===== src/rtl/uart_rx_fifo.sv =====
// 16x-oversampled UART receiver (8N1, or 8E1 with UART_RX_PARITY_EN defined)
// feeding a show-ahead FIFO with a valid/ready output handshake.
module uart_rx_fifo #(
   parameter int CLK_FREQ   = 25_000_000,
   parameter int BAUD       = 115200,
   parameter int FIFO_DEPTH = 4
) (
   input  logic       clk_i,
   input  logic       rstn_i,
   input  logic       rx_i,
   output logic [7:0] data_o,
   output logic       valid_o,
   input  logic       ready_i,
   output logic       frame_err_o,
   output logic       overrun_o,
   output logic       busy_o
);

   localparam int DIV_RAW = CLK_FREQ / (BAUD * 16);
   localparam int DIV     = (DIV_RAW < 1) ? 1 : DIV_RAW;
   localparam int DW      = (DIV > 1) ? $clog2(DIV) : 1;
   localparam int AW      = $clog2(FIFO_DEPTH);

   typedef enum logic [2:0] {
      S_IDLE,
      S_START,
      S_DATA,
`ifdef UART_RX_PARITY_EN
      S_PARITY,
`endif
      S_STOP,
      S_BRK
   } state_t;

   state_t          state;
   logic            rx_p0, rx_p1;
   logic            rxs;
   logic [DW-1:0]   div_cnt;
   logic            tick;
   logic [3:0]      sc;
   logic [2:0]      bit_idx;
   logic [7:0]      shreg;
   logic            mid, bit_end, start_go;
   logic            stop_dec, frame_bad, par_err;
   logic            push, pop, full, empty;
   logic [AW:0]     wptr, rptr, rptr_nxt, count;
   logic [7:0]      mem [FIFO_DEPTH];

   // Stage p0/p1: two-flop synchronizer, idles high
   always_ff @(posedge clk_i or negedge rstn_i) begin
      if (!rstn_i) begin
         rx_p0 <= 1'b1;
         rx_p1 <= 1'b1;
      end else begin
         rx_p0 <= rx_i;
         rx_p1 <= rx_p0;
      end
   end
   assign rxs = rx_p1;

   // Oversampling tick, phase-aligned to the detected start edge
   assign start_go = (state == S_IDLE) && !rxs;
   assign tick     = (div_cnt == '0);

   always_ff @(posedge clk_i or negedge rstn_i) begin
      if (!rstn_i)              div_cnt <= DW'(DIV - 1);
      else if (start_go || tick) div_cnt <= DW'(DIV - 1);
      else                      div_cnt <= div_cnt - 1'b1;
   end

   assign mid      = tick && (sc == 4'd7);
   assign bit_end  = tick && (sc == 4'd15);
   assign stop_dec = (state == S_STOP) && mid;

`ifdef UART_RX_PARITY_EN
   logic par_bit;
   assign par_err = ^{shreg, par_bit};
`else
   assign par_err = 1'b0;
`endif

   assign frame_bad = !rxs || par_err;
   assign push      = stop_dec && !frame_bad && !full;

   always_ff @(posedge clk_i or negedge rstn_i) begin
      if (!rstn_i) begin
         state       <= S_IDLE;
         sc          <= 4'd0;
         bit_idx     <= 3'd0;
         busy_o      <= 1'b0;
         frame_err_o <= 1'b0;
         overrun_o   <= 1'b0;
      end else begin
         frame_err_o <= stop_dec && frame_bad;
         overrun_o   <= stop_dec && !frame_bad && full;
         if (tick) sc <= sc + 4'd1;
         case (state)
            S_IDLE: begin
               if (!rxs) begin
                  sc     <= 4'd0;
                  state  <= S_START;
                  busy_o <= 1'b1;
               end
            end
            S_START: begin
               if (mid && rxs) begin
                  state  <= S_IDLE;
                  busy_o <= 1'b0;
               end else if (bit_end) begin
                  state   <= S_DATA;
                  bit_idx <= 3'd0;
               end
            end
            S_DATA: begin
               if (bit_end) begin
                  if (bit_idx == 3'd7) begin
`ifdef UART_RX_PARITY_EN
                     state <= S_PARITY;
`else
                     state <= S_STOP;
`endif
                  end else begin
                     bit_idx <= bit_idx + 3'd1;
                  end
               end
            end
`ifdef UART_RX_PARITY_EN
            S_PARITY: begin
               if (bit_end) state <= S_STOP;
            end
`endif
            // Leave at mid-stop so a back-to-back start edge is not missed
            S_STOP: begin
               if (mid) begin
                  if (rxs) begin
                     state  <= S_IDLE;
                     busy_o <= 1'b0;
                  end else begin
                     state <= S_BRK;
                  end
               end
            end
            S_BRK: begin
               if (rxs) begin
                  state  <= S_IDLE;
                  busy_o <= 1'b0;
               end
            end
            default: begin
               state  <= S_IDLE;
               busy_o <= 1'b0;
            end
         endcase
      end
   end

   always_ff @(posedge clk_i) begin
      if (state == S_DATA && mid) shreg <= {rxs, shreg[7:1]};
`ifdef UART_RX_PARITY_EN
      if (state == S_PARITY && mid) par_bit <= rxs;
`endif
   end

   // Output FIFO: full is judged before any same-cycle pop
   assign empty    = (wptr == rptr);
   assign full     = (wptr[AW] != rptr[AW]) && (wptr[AW-1:0] == rptr[AW-1:0]);
   assign valid_o  = !empty;
   assign pop      = valid_o && ready_i;
   assign count    = wptr - rptr;
   assign rptr_nxt = rptr + 1'b1;

   always_ff @(posedge clk_i) begin
      if (push) mem[wptr[AW-1:0]] <= shreg;
   end

   always_ff @(posedge clk_i or negedge rstn_i) begin
      if (!rstn_i) begin
         wptr   <= '0;
         rptr   <= '0;
         data_o <= 8'h00;
      end else begin
         if (push) wptr <= wptr + 1'b1;
         if (pop)  rptr <= rptr_nxt;
         // Registered head: forward the incoming byte when it becomes the head
         if (pop) begin
            if (count == (AW + 1)'(1)) begin
               if (push) data_o <= shreg;
            end else begin
               data_o <= mem[rptr_nxt[AW-1:0]];
            end
         end else if (empty && push) begin
            data_o <= shreg;
         end
      end
   end

endmodule


===== config.mk =====
export PLATFORM = sky130hd
export DESIGN_NAME = uart_rx_fifo
export DESIGN_NICKNAME = d
export VERILOG_FILES = /design/src/rtl/uart_rx_fifo.sv
export SDC_FILE = /design/constraint.sdc
export NUM_CORES = 1
export LEC_CHECK = 0
export ABC_AREA = 1
export CAP_MARGIN = 20
export CELL_PAD_IN_SITES_DETAIL_PLACEMENT = 0
export CELL_PAD_IN_SITES_GLOBAL_PLACEMENT = 1
export CORE_AREA = 2 2 86 88
export CTS_CLUSTER_SIZE = 10
export DETAILED_ROUTE_END_ITERATION = 7
export DIE_AREA = 0 0 88 90
export PLACE_DENSITY = 0.81
export REMOVE_ABC_BUFFERS = 1
export SYNTH_ARGS = -nofsm -noshare
export SYNTH_HDL_FRONTEND = slang
export SYNTH_SLANG_ARGS = --single-unit
export TNS_END_PERCENT = 1

===== constraint.sdc =====
create_clock -name clk_i -period 5.1 [get_ports clk_i]
set_input_delay 1.275 -clock clk_i [delete_from_list [all_inputs] [get_ports clk_i]]
set_output_delay 1.275 -clock clk_i [all_outputs]
set_load 0.01 [all_outputs]

# [After elaboration in Yosys (flattened, before gate mapping)]
# Memory sizes are Yosys's and may differ from the RTL's.
# Cells that the tools add are included.
[totals] reg_bits=41 ram_bits=32 out_inout_bits=12 wordCells=97 memories=1
[classes] n_addsub=6 n_eq_ne=22 n_mux=29 n_bitwise=1 n_reduce_logical=25
[mem_list] memory="mem" words=4 word_bits=8 rd=1 rd_clocked_by_memory_dff=0 write_ports=1 line="47" text="logic [7:0] mem [FIFO_DEPTH];"
[ops] op="3-bit two-way mux" n=12
[ops] op="8-bit two-way mux" n=4
[ops] op="2-bit != test (second input constant)" n=9
[ops] op="4-bit two-way mux" n=4
[ops] op="3-bit case mux with 5 select lines" n=1
[ops] op="1-bit logical AND" n=13
[ops] op="3-bit by 1-bit adder with 3-bit output (second input constant)" n=3
[ops] op="3-bit by 1-bit equality test with 1-bit output (second input constant)" n=2
[ops] op="3-bit by 2-bit equality test with 1-bit output (second input constant)" n=2
[ops] op="3-bit equality test (second input constant)" n=2
[ops] op="1-bit two-way mux" n=6
[ops] op="3-bit != test (second input constant)" n=2
[ops] op="3-bit case mux with 2 select lines" n=1
[ops] op="6-bit AND reduction" n=1
[ops] op="1-bit case mux with 5 select lines" n=1
[ops] op="5-bit AND reduction" n=1
[ops] op="4-bit by 1-bit adder with 4-bit output (second input constant)" n=1
[ops] op="4-bit by 3-bit equality test with 1-bit output (second input constant)" n=1
[ops] op="4-bit equality test (second input constant)" n=1
[ops] op="4-bit logical NOT" n=1
[ops] op="4-bit AND reduction" n=1
[ops] op="2-bit nonzero test" n=2
[ops] op="4-bit by 1-bit subtractor with 4-bit output (second input constant)" n=1
[ops] op="3-bit equality test" n=1
[ops] op="other kinds (8)" n=10

# [Logic depth before layout (Yosys ltp)]
[logic_depth] word_depth=8 ltp_mapped=11

# [Least setup slack after synthesis]
# OpenSTA, ideal clock, no wires.
[synth_timing] path_kind="register to output" start="register wptr[0]" end="output valid_o" arrival_time_ps=1016 setup_slack_ps=2809 stages_incl_launch_ff=6 n_path_buf=0 cell_sequence="dfrtp_1 -> inv_1 -> ha_1 -> nand2_1 -> inv_1 -> nand2_1"
[synth_between] elab_chain_len=2
[synth_rtl] item="start, declared" line="46" text="logic [AW:0] wptr, rptr, rptr_nxt, count;"
[synth_rtl] item="start signal, assigned" line="182" text="if (push) wptr <= wptr + 1'b1;"
[synth_rtl] item="3-bit equality test" line="165" text="assign empty = (wptr == rptr);"
[synth_rtl] item="1-bit logical NOT" line="167" text="assign valid_o = !empty;"
[synth_rtl] item="end, declared" line="12" text="output logic valid_o,"
# Every way passes these cells.

# [Final worst setup path]
# Same ends and word-level chain as after synthesis.

==> results.tsv <==
metric	value	unit
status	finished, final reports clean	
numCtsBuffers	9	
reg2reg_depth	7	
final_nets	389	
rows	31	
switching_share	34.5	%
setup_tns	0	ns
clkTransAtPathRegs	0.07	ns
end_kind	output port	
drt-vias-per-instance	4.74	
synthMuxAreaShare	0	%
dr.pass1.iters	4	
cts_resized	0	
ctsHoldBuffers	0	
power_frac_comb	33.5	%
max_slew_margin	36.0	%
max_stage_delay	0.55	ns
synth_top_family_by_area	simple AND/OR/NAND/NOR gates	
power.density	459	mW/mm^2
path_class	flip-flop to output port	
antenna_found_initial	0	
dieArea	0.00792	sq mm
antenna_cells	0	
place.port_buffers	15	
grt_max_degree	35	
cts_tree	yes	
crit_family	buffers and inverters	
final_common_cell	nand2_1	
start_util	48.9	%
synthesis.area	0.00343	sq mm
routed_wl	6.18	mm
synth-seq-cells	73	
period_needed	3.23	ns
fmax	310	MHz
wl_per_cell	13.0	um
grt_pass1_vias	2196	
synth_cells	350	
drive_gt1_share	12.2	%
final_cell_mix	nand2_1, inv_1, edfxtp_1	
avgSynthCellArea	9.80	sq um
cp.required	3.83	ns
p_leak	1.79	nW
worst_ep_arrival_time	1.95	ns
rsz0062_at_grt	no	
coreArea	0.00702	sq mm
crit_buf_inv	3	
synth_warnings	0	
crit_chain	inv_1, ha_1, nand2_1, inv_1, nand2_1, clkdlybuf4s50_1	
min_path_type	flip-flop to flip-flop	
setup_viol	0	
fin_skew	0.00810	ns
synthAdderAreaFrac	4.60	%
final_max_slew_viol_count	0	
ant_nets	0	
die_h	90	um
postCtsSetupBuffers	0	
post-dp-hpwl	4.29	mm
gp_congestion	0.799	
seqPwrFrac	38.6	%
cts.path.max_buffers	2	
drv_cap	0	
synth_xor_area_share	1.53	%
grt_first_pass_wirelength	10.5	mm
synth_compound_gate_area_share	3.06	%
clock_latency	0.34	ns
cp_num_cells	6	
power.share.clock	27.9	%
tightest_slew	0.957	ns
via_count	2262	
synthSimpleGateAreaFrac	25.6	%
startpoint_type	flip-flop	
drc_errors	0	
ir_worst_vdd	0.195	mV
grt-ovfl-total	0	
root_buffer	clkbuf_8	
p_int	1.18	mW
cp_slowest_cell	clkdlybuf4s50_1	
synthDistinctLibCells	27	
h-tree-depth	3	
crit_path_max_fanout	4	
hold_viol	0	
cts_sinks	73	
whs	0.357	ns
p_switching	0.620	mW
worstHoldPathCells	0	
drt_iter0_markers	181	
synth-seq-area-share	59.2	%
area_delta_synth_final	14.3	%
die_x	88	um
post-route-period-util	63.3	%
grt_use_total	17.6	%
io_pins	16	
[state kept, by name (all words and copies together), names as in the netlist, 4 cells and up]
signal	cells
data_o	8
sc	4
shreg	8
div_cnt	4
mem	32
[worst reg2reg max path, delay by kind of cell (launching register included)]
family	cells	cell delay, ns
AND/OR/NAND/NOR	4	1.21
flip-flops	1	0.39
adder cells (fa/ha/maj)	1	0.32
buffers and inverters	2	0.19
[kinds of logic after synthesis]
kind of cell	after synthesis
AND/OR/NAND/NOR	190
flip-flops	73
buffers and inverters	51
AO/OA/AOI/OAI	18
adder cells (fa/ha/maj)	12
XOR/XNOR	6
[power groups by stage]
stage                     Clock, mW  Sequential (mW)  Combinational (mW)
final                         0.503            0.695               0.602
after global routing          0.538            0.700               0.691
after global placement            0            0.707               0.594
after detailed placement          0            0.707               0.603
after CTS                     0.514            0.695               0.607
after floorplan                   0            0.735               0.375
[metrics by stage]
stage	utilization (%)	std cells	instance area [sq um]	power (mW)	setup WS, ns
finish	55.9	477	3920	1.80	1.87
global route	55.9	477	3920	1.93	1.76
CTS	55.9	477	3920	1.82	1.83
detailed placement	52.5	461	3690	1.31	2.22
global placement	52.5	461	3690	1.30	2.28
floorplan	-	345	3400	1.11	2.41
[cells in the mapped netlist, drive strengths merged]
| cell | n | area (sq um) |
|---|---|---|
| o32ai | 1 | 8.76 |
| nand2 | 103 | 427 |
| nand3 | 35 | 188 |
| dfrtp | 29 | 726 |
| dfstp | 4 | 105 |
| edfxtp | 40 | 1200 |
| nor3 | 4 | 20.0 |
| a21oi | 6 | 41.3 |
| inv | 46 | 173 |
| xor2 | 4 | 35.0 |
| xnor2 | 2 | 17.5 |
| nand4 | 1 | 21.3 |
| or2 | 9 | 56.3 |
| buf | 5 | 30.0 |
| fa | 1 | 20.0 |
| nor2 | 38 | 168 |
| ha | 11 | 138 |
| o21ai | 11 | 55.1 |
[worst paths after layout]
kind	to	slack (ns)	from
max reg2reg	mem[2][4]	2.61	wptr[0]
max in group asynchronous	rx_p0	3.43	rstn_i
min reg2reg	rx_p1	0.36	rx_p0
min	rx_p1	0.36	rx_p0
min in group asynchronous	state[1]	1.34	rstn_i
max	valid_o	1.87	wptr[0]
[cell type report]
cell class                 instances  area, sq um
fill                             614         3100
multi-input combinational        226         1190
tap                               99          124
clock inverter                     4         55.1
inverter                          46          173
sequential                        73         2030
timing repair buffer              17          165
clock buffer                      12          178
[per-layer routing]
metal  routed length (um)  vias up  global-route usage, %
met5                    0        -                      0
met4                  133        0                   8.97
met3                  190       12                   4.04
met2                 2980       32                   27.5
met1                 2870     1054                   22.8
li1                     -     1164                      -
Power figures use the tool's default switching activity.
